<file path="config.mk">
export PLATFORM = sky130hd
export DESIGN_NAME = imm_gen_pipe
export DESIGN_NICKNAME = d
export VERILOG_FILES = /design/src/rtl/imm_pkg.sv /design/src/rtl/imm_decode_comb.sv /design/src/rtl/imm_gen_pipe.sv
export SDC_FILE = /design/constraint.sdc
export NUM_CORES = 1
export LEC_CHECK = 0
export BUFFER_PORTS_ARGS = -buffer_cell sky130_fd_sc_hd__buf_4
export CORE_AREA = 2 2 88 90
export DETAILED_ROUTE_END_ITERATION = 6
export DIE_AREA = 0 0 90 92
export PLACE_DENSITY = 0.84
export SLEW_MARGIN = 20
export SYNTH_ARGS = -nofsm -noshare
export SYNTH_HDL_FRONTEND = slang
export SYNTH_SLANG_ARGS = --single-unit
</file>
<file path="constraint.sdc">
create_clock -name clk_i -period 3.2 [get_ports clk_i]
set_input_delay 0.64 -clock clk_i [delete_from_list [all_inputs] [get_ports clk_i]]
set_output_delay 0.64 -clock clk_i [all_outputs]
set_load 0.05 [all_outputs]
</file>
<file path="src/rtl/imm_pkg.sv">
// Shared types for the pipelined RISC-V immediate generator: format codes,
// base opcodes, the decoded result record and the skid-buffer states.
package imm_pkg;

  // Widest supported XLEN; narrower builds use the low bits of imm.
  localparam int IMM_W = 64;

  typedef enum logic [2:0] {
    FMT_NONE = 3'd0,
    FMT_I    = 3'd1,
    FMT_S    = 3'd2,
    FMT_B    = 3'd3,
    FMT_U    = 3'd4,
    FMT_J    = 3'd5,
    FMT_R    = 3'd6
  } fmt_e;

  localparam logic [6:0] OPC_LUI    = 7'b0110111;
  localparam logic [6:0] OPC_AUIPC  = 7'b0010111;
  localparam logic [6:0] OPC_JAL    = 7'b1101111;
  localparam logic [6:0] OPC_JALR   = 7'b1100111;
  localparam logic [6:0] OPC_BRANCH = 7'b1100011;
  localparam logic [6:0] OPC_LOAD   = 7'b0000011;
  localparam logic [6:0] OPC_STORE  = 7'b0100011;
  localparam logic [6:0] OPC_OPIMM  = 7'b0010011;
  localparam logic [6:0] OPC_OP     = 7'b0110011;
  localparam logic [6:0] OPC_FENCE  = 7'b0001111;
  localparam logic [6:0] OPC_SYSTEM = 7'b1110011;

  typedef struct packed {
    logic [IMM_W-1:0] imm;
    fmt_e             fmt;
    logic             illegal;
  } imm_res_t;

  typedef enum logic [1:0] {
    ST_EMPTY = 2'd0,
    ST_ONE   = 2'd1,
    ST_TWO   = 2'd2
  } state_e;

  function automatic logic [IMM_W-1:0] sext32(input logic [31:0] v);
    return {{(IMM_W-32){v[31]}}, v};
  endfunction

endpackage

</file>
<file path="src/rtl/imm_decode_comb.sv">
// Combinational opcode classifier and immediate former. Every immediate is
// built as a sign-extended 32-bit value, then widened to XLEN.
module imm_decode_comb
  import imm_pkg::*;
#(
  parameter int XLEN     = 32,
  parameter bit B_J_LSB0 = 1'b1
) (
  input  logic [31:0] instr_i,
  output imm_res_t    res_o
);

  logic [31:0] i_imm;
  logic [31:0] s_imm;
  logic [31:0] b_imm;
  logic [31:0] j_imm;
  logic [31:0] u_imm;
  logic [31:0] imm32;
  logic [IMM_W-1:0] imm_wide;
  logic [IMM_W-1:0] imm_sel;
  fmt_e        fmt;
  logic        illegal;

  assign i_imm = {{20{instr_i[31]}}, instr_i[31:20]};
  assign s_imm = {{20{instr_i[31]}}, instr_i[31:25], instr_i[11:7]};
  assign u_imm = {instr_i[31:12], 12'b0};

  // Byte offsets carry the implicit zero LSB; halfword offsets are the raw field.
  generate
    if (B_J_LSB0) begin : g_byte_off
      assign b_imm = {{19{instr_i[31]}}, instr_i[31], instr_i[7], instr_i[30:25],
                      instr_i[11:8], 1'b0};
      assign j_imm = {{11{instr_i[31]}}, instr_i[31], instr_i[19:12], instr_i[20],
                      instr_i[30:21], 1'b0};
    end else begin : g_half_off
      assign b_imm = {{20{instr_i[31]}}, instr_i[31], instr_i[7], instr_i[30:25],
                      instr_i[11:8]};
      assign j_imm = {{12{instr_i[31]}}, instr_i[31], instr_i[19:12], instr_i[20],
                      instr_i[30:21]};
    end
  endgenerate

  always_comb begin
    fmt     = FMT_NONE;
    illegal = 1'b0;
    imm32   = '0;
    case (instr_i[6:0])
      OPC_LUI, OPC_AUIPC: begin
        fmt   = FMT_U;
        imm32 = u_imm;
      end
      OPC_JAL: begin
        fmt   = FMT_J;
        imm32 = j_imm;
      end
      OPC_JALR, OPC_LOAD, OPC_OPIMM, OPC_FENCE, OPC_SYSTEM: begin
        fmt   = FMT_I;
        imm32 = i_imm;
      end
      OPC_STORE: begin
        fmt   = FMT_S;
        imm32 = s_imm;
      end
      OPC_BRANCH: begin
        fmt   = FMT_B;
        imm32 = b_imm;
      end
      OPC_OP: begin
        fmt   = FMT_R;
      end
      default: begin
        illegal = 1'b1;
      end
    endcase
  end

  assign imm_wide = sext32(imm32);
  assign imm_sel  = (XLEN == 64) ? imm_wide : {32'b0, imm_wide[31:0]};
  assign res_o    = {imm_sel, fmt, illegal};

endmodule

</file>
<file path="src/rtl/imm_gen_pipe.sv">
// Decode-stage immediate generator: combinational decode feeding a 2-entry
// skid buffer, so input ready never depends combinationally on output ready.
module imm_gen_pipe
  import imm_pkg::*;
#(
  parameter int XLEN     = 32,
  parameter bit B_J_LSB0 = 1'b1
) (
  input  logic            clk_i,
  input  logic            rst_i,
  input  logic            in_valid_i,
  output logic            in_ready_o,
  input  logic [31:0]     instr_i,
  output logic            out_valid_o,
  input  logic            out_ready_i,
  output logic [XLEN-1:0] imm_o,
  output fmt_e            fmt_o,
  output logic            illegal_o
);

  state_e   state_q;
  imm_res_t main_q;
  imm_res_t skid_q;
  imm_res_t dec_res;
  logic     in_ready_q;
  logic     out_valid_q;
  logic     in_xfer;
  logic     out_xfer;

  imm_decode_comb #(
    .XLEN     (XLEN),
    .B_J_LSB0 (B_J_LSB0)
  ) u_decode (
    .instr_i (instr_i),
    .res_o   (dec_res)
  );

  assign in_xfer  = in_valid_i && in_ready_q;
  assign out_xfer = out_valid_q && out_ready_i;

  // main always holds the oldest result; skid only fills when main is stalled.
  always_ff @(posedge clk_i or posedge rst_i) begin
    if (rst_i) begin
      state_q     <= ST_EMPTY;
      main_q      <= '0;
      skid_q      <= '0;
      in_ready_q  <= 1'b1;
      out_valid_q <= 1'b0;
    end else begin
      case (state_q)
        ST_EMPTY: begin
          if (in_xfer) begin
            main_q      <= dec_res;
            state_q     <= ST_ONE;
            out_valid_q <= 1'b1;
          end
        end
        ST_ONE: begin
          if (in_xfer && out_xfer) begin
            main_q <= dec_res;
          end else if (in_xfer) begin
            skid_q     <= dec_res;
            state_q    <= ST_TWO;
            in_ready_q <= 1'b0;
          end else if (out_xfer) begin
            state_q     <= ST_EMPTY;
            out_valid_q <= 1'b0;
          end
        end
        ST_TWO: begin
          if (out_xfer) begin
            main_q     <= skid_q;
            state_q    <= ST_ONE;
            in_ready_q <= 1'b1;
          end
        end
        default: begin
          state_q     <= ST_EMPTY;
          in_ready_q  <= 1'b1;
          out_valid_q <= 1'b0;
        end
      endcase
    end
  end

  assign in_ready_o  = in_ready_q;
  assign out_valid_o = out_valid_q;
  assign fmt_o       = main_q.fmt;
  assign illegal_o   = main_q.illegal;

  generate
    if (XLEN == 64) begin : g_x64
      assign imm_o = main_q.imm;
    end else begin : g_x32
      logic unused_hi;
      assign imm_o     = main_q.imm[31:0];
      assign unused_hi = ^main_q.imm[63:32];
    end
  endgenerate

endmodule

</file>
==> results of run 1 <==
-- kinds of logic (layout without fill, tap and decap cells) --
| family | after synthesis | in the layout | share of synthesized area |
|---|---|---|---|
| and+or+nand+nor | 147 | 147 | 0.187 |
| xor gates and xnor gates | 1 | 1 | 0.00243 |
| muxes | 1 | 1 | 0.00312 |
| AOI/OAI and AO/OA | 122 | 122 | 0.240 |
| buffers and inverters | 31 | 100 | 0.0389 |
| DFF | 76 | 76 | 0.528 |
-- cell type report --
cell class,instances,area [sq um]
fillers,637,3010
flip-flops and latches,76,1900
multi-input cells,271,1570
repair buffers,81,621
clock buffers,10,138
well taps,102,128
clock inverters,6,70.1
inverters,3,11.3
-- synth_stat cells, types with 3 or more instances --
library cell	n
o22ai_1	14
a21oi_1	37
a211oi_1	17
nand2b_1	3
a22o_1	7
dfrtp_1	75
nor3_1	15
and3_1	8
nor2_1	39
o21ai_0	10
a221o_1	6
clkbuf_1	21
o211ai_2	10
nand2_1	55
nand3_1	11
inv_1	3
a22oi_1	4
buf_2	4
-- worst reg2reg max path, cell delays in order, from the launching register on --
cell	delay, ns
dfstp_2	0.57
nand2_1	0.11
nor2_1	0.32
nand3_1	0.19
buf_4	0.29
or3_1	0.62
o211ai_1	0.21
-- power groups by stage --
stage | logic, W | clock network (W) | registers (W)
finish | 0.000114 | 0.000754 | 0.000959
global route | 0.000126 | 0.000805 | 0.000959
CTS | 0.000114 | 0.000769 | 0.000959
detailed placement | 0.000113 | 0 | 0.000979
global placement | 0.000109 | 0 | 0.000979
floorplan | 0.0000559 | 0 | 0.000979
-- path summary, 6_finish.rpt --
path | slack, ns | cells after the start | start | to
setup / recovery | 0.81 | 6 | in_ready_o | skid_q[34]
hold / removal | 0.30 | 2 | rst_i | imm_o[18]
setup reg to reg | 0.81 | 6 | in_ready_o | skid_q[34]
hold reg to reg | 0.49 | 1 | skid_q[1] | skid_q[1]
max in group asynchronous | 2.20 | 3 | rst_i | skid_q[26]
min in group clk_i | 0.49 | 1 | skid_q[1] | skid_q[1]
-- stage by stage --
step,instance area [sq um],total power (W),instances,util
5_1_grt,4440,0.00189,549,0.596
6_report,4440,0.00183,549,0.596
3_5_place_dp,4230,0.00109,533,0.568
4_1_cts,4440,0.00184,549,0.596
2_1_floorplan,3600,0.00103,378,-
3_3_place_gp,4230,0.00109,533,0.568
-- flip-flops by register name, indices dropped and copies added, names as in the netlist --
signal and count:
fmt_o 3, illegal_o 1, imm_o 32, in_ready_o 1
out_valid_o 1, skid_q 36, state_q 2
-- per-layer routing --
layer / up-vias / global-route usage / share of wire
met5: - / 0 / 0
met4: 0 / 0.122 / 0.023
met3: 22 / 0.0370 / 0.058
met2: 136 / 0.363 / 0.48
met1: 1592 / 0.308 / 0.44
li1: 1501 / - / -
==> impl_metrics.csv, run 1 <==
group,metric,value,unit
run_status,status,"finished clean",
setup_path,critPathMaxFanout,32,
cts,clk_latency,0.35,ns
detailed_routing,ant_nets,0,
timing,period_share,0.748,
run,maxCapViolations,0,
synthesis,seq_area_frac_synth,0.528,
setup_path,crit_path_cell_trace,"nand2_1 -> nor2_1 -> nand3_1 -> buf_4 -> or3_1 -> o211ai_1",
cts,tritoncts,"built",
cells_and_area,syn2layout_area_growth,23.2,%
synthesis,synth_fp_nets,414,
setup_path,critPathCaptureType,"register",
cells_and_area,nets,478,
power_and_ir_drop,switching_share,0.238,
place,place_ws,0.659,ns
floorplan,core,7450,sq um
setup_path,cp_num_buf_inv,1,
synthesis,yosys.area.top_type,"dfrtp_1",
power_and_ir_drop,p_switching,0.000434,W
hold_path,hp-class,"input port to asynchronous set/reset pin",
power_and_ir_drop,seqPwrFrac,0.525,
timing,rsz0062_at_grt,"false",
timing,hold_ws,0.303,ns
synthesis,synthArstFlopShare,1.00,
floorplan,die_height,92,um
cts,cts.htree.levels,3,
floorplan,rows,32,
setup_path,start_kind,"register",
setup_path,crit_arrival,2.65,ns
synthesis,syn-mean-instance-area,9.53,sq um
timing,timing.final.ws_setup,0.808,ns
setup_path,slowest_stage,"or3_1",
floorplan,die_area,8280,sq um
setup_path,cp.required,3.46,ns
timing,hold_violations,0,
detailed_routing,dr.pass1.iters,4,
power_and_ir_drop,internal-power,0.00139,W
power_and_ir_drop,pwr-share-comb,0.062,
synthesis,syn_area,3600,sq um
detailed_routing,drc,0,
floorplan,start_util,0.484,
cts,cts_sinks,76,
floorplan,die_x,90,um
timing,slew_viol_final,0,
global_route,grt_overflow,0,
cts,cts_resized,0,
detailed_routing,vias,3251,
detailed_routing,via_per_inst,5.92,
floorplan,top_level_ports,74,
synthesis,synth_edf_count,0,
cells_and_area,final_common_cell,"buf_4",
cts,clk_pin_slew_worst_paths,0.09,ns
synthesis,synth-main-ff-cell,"dfrtp_1",
cells_and_area,drive_above_1_share,0.264,
timing,setup_viol,0,
synthesis,synth_top_area_share,0.521,
timing,fmax,418,MHz
timing,slew_headroom,0.371,
synthesis,synth.area.top_cells,"dfrtp_1 (52%), nand2_1 (5.7%), a21oi_1 (5.1%), nor2_1 (4.1%), a211oi_1 (3.5%)",
synthesis,yosysUniqueCellTypes,45,
global_route,grt_pass1_wl,15.2,mm
cts,numCtsBuffers,9,
global_route,grt_max_degree,33,
setup_path,cpPeakStageDelay,0.61,ns
global_route,antenna_found_initial,0,
setup_path,path_class,"register to register",
cts,postCtsHoldBufs,0,
place,port_buffers,73,
cells_and_area,layout_common_cells,"buf_4 (80), dfrtp_1 (75), nand2_1 (55)",
place,gp_congestion,0.940,
global_route,grt_usage,0.230,
global_route,grt_pass1_vias,3210,
cts,cts_root_buffer,"clkbuf_8",
timing,finalSetupTns,0,ns
setup_path,path_delay_family,"simple AND/OR/NAND/NOR gates",
power_and_ir_drop,worst_ir_drop_vdd,193,uV
detailed_routing,wl,9.29,mm
power_and_ir_drop,p_leak,2.07,nW
power_and_ir_drop,power_density,411,nW/um^2
detailed_routing,drtIter0Drc,249,
synthesis,ys_seq_elements,76,
detailed_routing,avgRoutedWirePerCell,16.9,um
place,dp_hpwl,6.57,mm
synthesis,synth_cells,378,
synthesis,yosysWarningCount,0,
timing,finClkSkew,0.00932,ns
timing,min_period,2.39,ns
cells_and_area,antennaDiodeCount,0,
power_and_ir_drop,clock_power_share,0.412,
timing,worstMarginPinSlew,0.941,ns
cts,post_cts_buffers,0,
cts,cts_buffer_depth,2,
(Power assumes the default switching activity.)
==> run 2, diff against run 1 <==
- ABC_AREA: default -> 1
- CORE_AREA: 2 2 88 90 -> 2 2 92 94
- DIE_AREA: 0 0 90 92 -> 0 0 94 96
- PLACE_DENSITY: 0.84 -> 0.86
- clock period: 3.2 -> 2.1 ns (I/O delays scaled with it)
==> impl_metrics.csv, run 2 <==
group,metric,value,unit
detailed_routing,vias,3678,
timing,setup_viol,0,
power_and_ir_drop,p_leak,2.67,nW
cells_and_area,final_common_cell,"nand2_1",
setup_path,crit_arrival,1.97,ns
cts,tritoncts,"built",
global_route,grt_pass1_wl,15.6,mm
cells_and_area,antennaDiodeCount,0,
run_status,status,"finished clean",
hold_path,hp-class,"input port to asynchronous set/reset pin",
setup_path,path_class,"register to register",
power_and_ir_drop,power_density,1420,nW/um^2
synthesis,synthArstFlopShare,1.00,
place,port_buffers,73,
cells_and_area,drive_above_1_share,0.186,
synthesis,ys_seq_elements,76,
synthesis,synth_commonest_cells,"nand2_1 (196), dfrtp_1 (75), nor2_1 (46), inv_1 (38), nand3_1 (37)",
place,dp.cells,685,
cells_and_area,layout_common_cells,"nand2_1 (196), buf_4 (78), dfrtp_1 (75)",
synthesis,synth-main-ff-cell,"dfrtp_1",
cells_and_area,fin_cells,701,
timing,finalSetupTns,0,ns
setup_path,critPathMaxFanout,39,
setup_path,reg2reg_slack,0.36,ns
detailed_routing,drc,0,
timing,finClkSkew,0.00517,ns
cts,post_cts_buffers,0,
detailed_routing,dr.pass1.iters,5,
cts,cts.htree.levels,3,
setup_path,reg2reg_from,"state_q[1]",
synthesis,synth_edf_count,0,
synthesis,yosysUniqueCellTypes,24,
synthesis,synth_top_family_by_area,"simple AND/OR/NAND/NOR gates",
synthesis,synth.most_common_cell,"nand2_1",
cells_and_area,nets,627,
setup_path,critPathCaptureType,"register",
timing,fmax,576,MHz
synthesis,yosys.area.top_type,"dfrtp_1",
detailed_routing,avgRoutedWirePerCell,13.4,um
setup_path,r2r_cells,7,
cts,cts_root_buffer,"clkbuf_8",
detailed_routing,drtIter0Drc,341,
synthesis,synth_cells,528,
setup_path,crit_start,"state_q[1]",
cells_and_area,syn2layout_area_growth,20.0,%
synthesis,synth_compound_area_frac,0.0943,
floorplan,die_height,96,um
detailed_routing,via_per_inst,5.25,
synthesis,synth_fp_nets,564,
synthesis,syn-mean-instance-area,7.44,sq um
detailed_routing,wl,9.36,mm
floorplan,core,8050,sq um
cells_and_area,regMostFlops,"skid_q",
synthesis,synth_top_area_share,0.478,
synthesis,seq_area_frac_synth,0.484,
floorplan,top_level_ports,74,
detailed_routing,ant_nets,0,
cts,clk_latency,0.33,ns
power_and_ir_drop,worst_ir_drop_vdd,708,uV
setup_path,crit_path_cell_trace,"inv_2 -> nor2_4 -> inv_2 -> buf_4 -> nand4_1 -> nand2_1 -> nand2_1",
synthesis,synth_simple_gate_area_frac,0.336,
cts,postCtsHoldBufs,0,
place,gp_congestion,0.847,
cts,numCtsBuffers,9,
timing,period_share,0.827,
timing,rsz0062_at_grt,"false",
setup_path,start_kind,"register",
cts,cts_resized,0,
cts,clk_pin_slew_worst_paths,0.07,ns
global_route,grt_usage,0.217,
timing,min_period,1.74,ns
run,maxCapViolations,0,
place,dp_hpwl,6.50,mm
synthesis,synth-xor-area-share,0.00223,
setup_path,slowest_stage,"inv_2",
timing,worstMarginPinSlew,0.686,ns
timing,slew_headroom,0.542,
cts,cts_sinks,76,
timing,slew_viol_final,0,
cells_and_area,fillers,735,
synthesis,yosysWarningCount,0,
global_route,grt_max_degree,77,
floorplan,die_x,94,um
global_route,antenna_found_initial,0,
global_route,grt_pass1_vias,3398,
floorplan,die_area,9020,sq um
setup_path,endpoint,"imm_o[15]",
floorplan,start_util,0.488,
setup_path,rr_endpoint,"imm_o[15]",
cts,cts_buffer_depth,2,
timing,hold_violations,0,
floorplan,rows,33,
synthesis,syn_area,3930,sq um
setup_path,cpPeakStageDelay,0.51,ns
synthesis,synthMuxAreaShare,0,
synthesis,synthAdderAreaFrac,0,
setup_path,cp.required,2.33,ns
cells_and_area,largest_reg_flops,36,
synthesis,synth.area.top_cells,"dfrtp_1 (48%), nand2_1 (19%), nand3_1 (4.7%), nor2_1 (4.4%), inv_1 (3.6%)",
global_route,grt_overflow,0,
==> run 2: cell types whose count changed in the layout (fill, tap and decap cells not counted), sizes merged, moves of 12 or more <==
cell | previous run | this run
nor3 | 17 | 0
inv | 5 | 41
o22ai | 14 | 1
nand2 | 55 | 199
a211oi | 17 | 0
nand4 | 2 | 20
o21ai | 10 | 32
nor2 | 39 | 51
nand3 | 11 | 40
==> run 2: metrics by stage <==
stage          power [W]  setup WS [ns]  area, sq um   util  hold slack (ns)
6_report         0.00669          0.364         4710  0.586            0.189
5_1_grt          0.00716          0.213         4710  0.586            0.211
4_1_cts          0.00673          0.368         4710  0.586            0.204
3_5_place_dp     0.00576          0.340         4550  0.565            0.467
3_3_place_gp     0.00567          0.409         4550  0.565            0.467
2_1_floorplan    0.00476          0.399         3930      -            0.449
==> run 2: worst min path at each step <==
stage,endpoint,from,slack [ns]
after CTS,imm_o[14],rst_i,0.20
final,out_valid_o,rst_i,0.19
after detailed placement,imm_o[3],imm_o[3],0.47
after floorplan,skid_q[0],skid_q[0],0.45
after global placement,skid_q[13],skid_q[13],0.47
after global routing,imm_o[18],rst_i,0.21
==> run 2: cell type report <==
class | count | area, sq um | share of cell area
Sequential cell | 76 | 1900 | 0.404
Multi-Input combinational cell | 381 | 1710 | 0.363
Timing Repair Buffer | 81 | 646 | 0.137
Inverter | 42 | 161 | 0.0342
Clock buffer | 14 | 153 | 0.0324
Tap cell | 105 | 131 | 0.0279
Clock inverter | 2 | 10.0 | 0.00212
==> run 2: power by group <==
group	switching, W	internal [W]	leakage [nW]
clock network	0.000499	0.000461	0.0844
registers	0.000305	0.00204	1.01
logic	0.00234	0.00104	1.58
total	0.00315	0.00354	2.67
==> run 2: critical path, delay by kind of cell, from the launching register on <==
family / cells / cell delay [ns]
DFF: 1 / 0.43
buffers and inverters: 3 / 0.90
and+or+nand+nor: 4 / 0.31
==> run 2: cells by family after synthesis <==
kind of cell,after synthesis
XOR/XNOR,1
AND/OR/NAND/NOR,310
AO/OA/AOI/OAI,70
flip-flops,76
buffers and inverters,71
==> run 2: metal layers <==
| metal | routed length [um] | GRT usage |
|---|---|---|
| met2 | 4520 | 0.339 |
| met3 | 548 | 0.0321 |
| met4 | 206 | 0.0845 |
| met1 | 4080 | 0.306 |
| met5 | 0 | 0 |
==> run 3, diff against run 2 <==
- clock period: 2.1 -> 1.5 ns (I/O delays scaled with it)
==> impl_metrics.csv, run 3 (synthesis results as in run 2) <==
group,metric,value,unit
detailed_routing,dr.pass1.iters,5,
power_and_ir_drop,clock_power_share,0.163,
timing,period_share,1.05,
cts,postCtsHoldBufs,0,
timing,fmax,634,MHz
floorplan,die_x,94,um
cts,cts_root_buffer,"clkbuf_8",
cells_and_area,layout_common_cells,"nand2_1 (189), buf_4 (98), dfrtp_1 (73)",
power_and_ir_drop,pwr-share-comb,0.523,
cells_and_area,final_common_cell,"nand2_1",
global_route,antenna_found_initial,0,
detailed_routing,wl_met2,5.84,mm
detailed_routing,ant_nets,0,
setup_path,critPathCaptureType,"register",
timing,slew_headroom,0.716,
global_route,grt_usage,0.253,
timing,setup_viol,30,
cells_and_area,syn2layout_area_growth,35.1,%
hold_path,hp-class,"input port to asynchronous set/reset pin",
floorplan,die_height,96,um
setup_path,critPathMaxFanout,8,
timing,slew_viol_final,0,
floorplan,top_level_ports,74,
detailed_routing,wl_met1,4.71,mm
power_and_ir_drop,fin_total_pwr,0.0108,W
cells_and_area,drive_above_1_share,0.281,
run_status,status,"finished with violations",
power_and_ir_drop,p_leak,2.96,nW
place,port_buffers,73,
global_route,grt_pass1_vias,3785,
floorplan,start_util,0.488,
power_and_ir_drop,worst_ir_drop_vdd,1050,uV
power_and_ir_drop,seqPwrFrac,0.314,
floorplan,rows,33,
run,maxCapViolations,0,
power_and_ir_drop,switching_share,0.462,
setup_path,cp.required,1.78,ns
floorplan,core,8050,sq um
detailed_routing,top_layer,"met4",
cells_and_area,final_util,0.659,
power_and_ir_drop,power_density,2040,nW/um^2
setup_path,path_class,"register to register",
setup_path,crit_arrival,1.86,ns
cts,tritoncts,"built",
global_route,grt_overflow,0,
cts,clk_pin_slew_worst_paths,0.08,ns
detailed_routing,drtIter0Drc,443,
detailed_routing,wl,11.8,mm
cts,cts.htree.levels,3,
timing,finalSetupTns,-0.811,ns
timing,timing.final.ws_setup,-0.0761,ns
place,gp_congestion,0.813,
timing,min_period,1.58,ns
cts,cts_buffer_depth,2,
run_status,violations,"setup timing",
detailed_routing,met3_length,850,um
cts,cts_sinks,76,
timing,finClkSkew,0.00829,ns
power_and_ir_drop,p_switching,0.00500,W
cts,numCtsBuffers,9,
detailed_routing,vias,4101,
floorplan,die_area,9020,sq um
timing,rsz0062_at_grt,"true",
cells_and_area,regMostFlops,"skid_q",
detailed_routing,drc,0,
place,dp_hpwl,6.90,mm
global_route,grt_pass1_wl,17.9,mm
power_and_ir_drop,internal-power,0.00582,W
cells_and_area,largest_reg_flops,36,
cts,clk_latency,0.35,ns
cells_and_area,nets,661,
detailed_routing,avgRoutedWirePerCell,16.0,um
global_route,grt_max_degree,77,
cells_and_area,antennaDiodeCount,0,
timing,worstMarginPinSlew,0.425,ns
detailed_routing,via_per_inst,5.58,
setup_path,start_kind,"register",
timing,hold_violations,0,
## run 3: cell types whose count changed in the layout (fill, tap and decap cells not counted), moves of 5 or more
cell	delta
buf_4	+20
o21ai_0	-12
buf_12	+7
nand2_1	-7
nor2_1	-7
o21ai_1	+6
o21ai_2	+6
a21oi_1	-5
a21oi_2	+5
## run 3: metrics by stage
stage               hold WS [ns]  cell area [sq um]  cells  worst slack, ns
global placement           0.443               4770    707          -0.0125
CTS                       0.0723               5080    728          -0.0313
detailed placement         0.449               4770    707           -0.104
finish                    0.0380               5310    735          -0.0761
global route              0.0835               5310    735           -0.125
floorplan                  0.442               3990    528          -0.0942
## run 3: area by class of cell
| cell class | count | area [sq um] |
|---|---|---|
| flip-flops and latches | 76 | 1910 |
| inverters | 42 | 166 |
| multi-input cells | 381 | 1830 |
| clock buffers | 12 | 145 |
| fillers | 631 | 2740 |
| repair buffers | 115 | 1060 |
| well taps | 105 | 131 |
| clock inverters | 4 | 72.6 |
## run 3: per-layer routing
metal | global-route usage | up-vias
li1 | - | 1891
met1 | 0.333 | 1959
met2 | 0.418 | 215
met3 | 0.0399 | 36
met4 | 0.110 | 0
met5 | 0 | -
## run 3: power groups by stage
stage                     clock (W)  sequential [W]  combinational, W
after floorplan                   0         0.00466           0.00217
after global placement            0         0.00331           0.00478
after CTS                   0.00175         0.00332           0.00513
final                       0.00177         0.00340           0.00565
after global routing        0.00185         0.00347           0.00605
after detailed placement          0         0.00335           0.00490
## run 3: critical path, cell delays in order (launching register included)
cell	delay (ns)
dfstp_2	0.56
nand2_4	0.06
nor2_4	0.14
nand2_2	0.09
nor2_4	0.12
buf_6	0.16
buf_12	0.11
clkbuf_16	0.14
nand2_2	0.05
o21ai_1	0.07
## run 3: what timing repair did
action / CTS / global route
resized for setup: 9 / 50
buffers inserted: 3 / 6
gates cloned: 2 / 3
pin swaps: 4 / 6
endpoints found under the setup margin: 15 / 69
## run 3: worst paths after layout
check / from / to / slack [ns] / depth (start not counted)
min: rst_i / imm_o[14] / 0.04 / 3
max: in_ready_o / skid_q[23] / -0.08 / 9
max reg2reg: in_ready_o / skid_q[23] / -0.08 / 9
min in group clk_i: instr_i[9] / skid_q[6] / 0.24 / 3
max in group asynchronous: rst_i / in_ready_o / 1.09 / 3
min reg2reg: imm_o[7] / imm_o[7] / 0.48 / 2
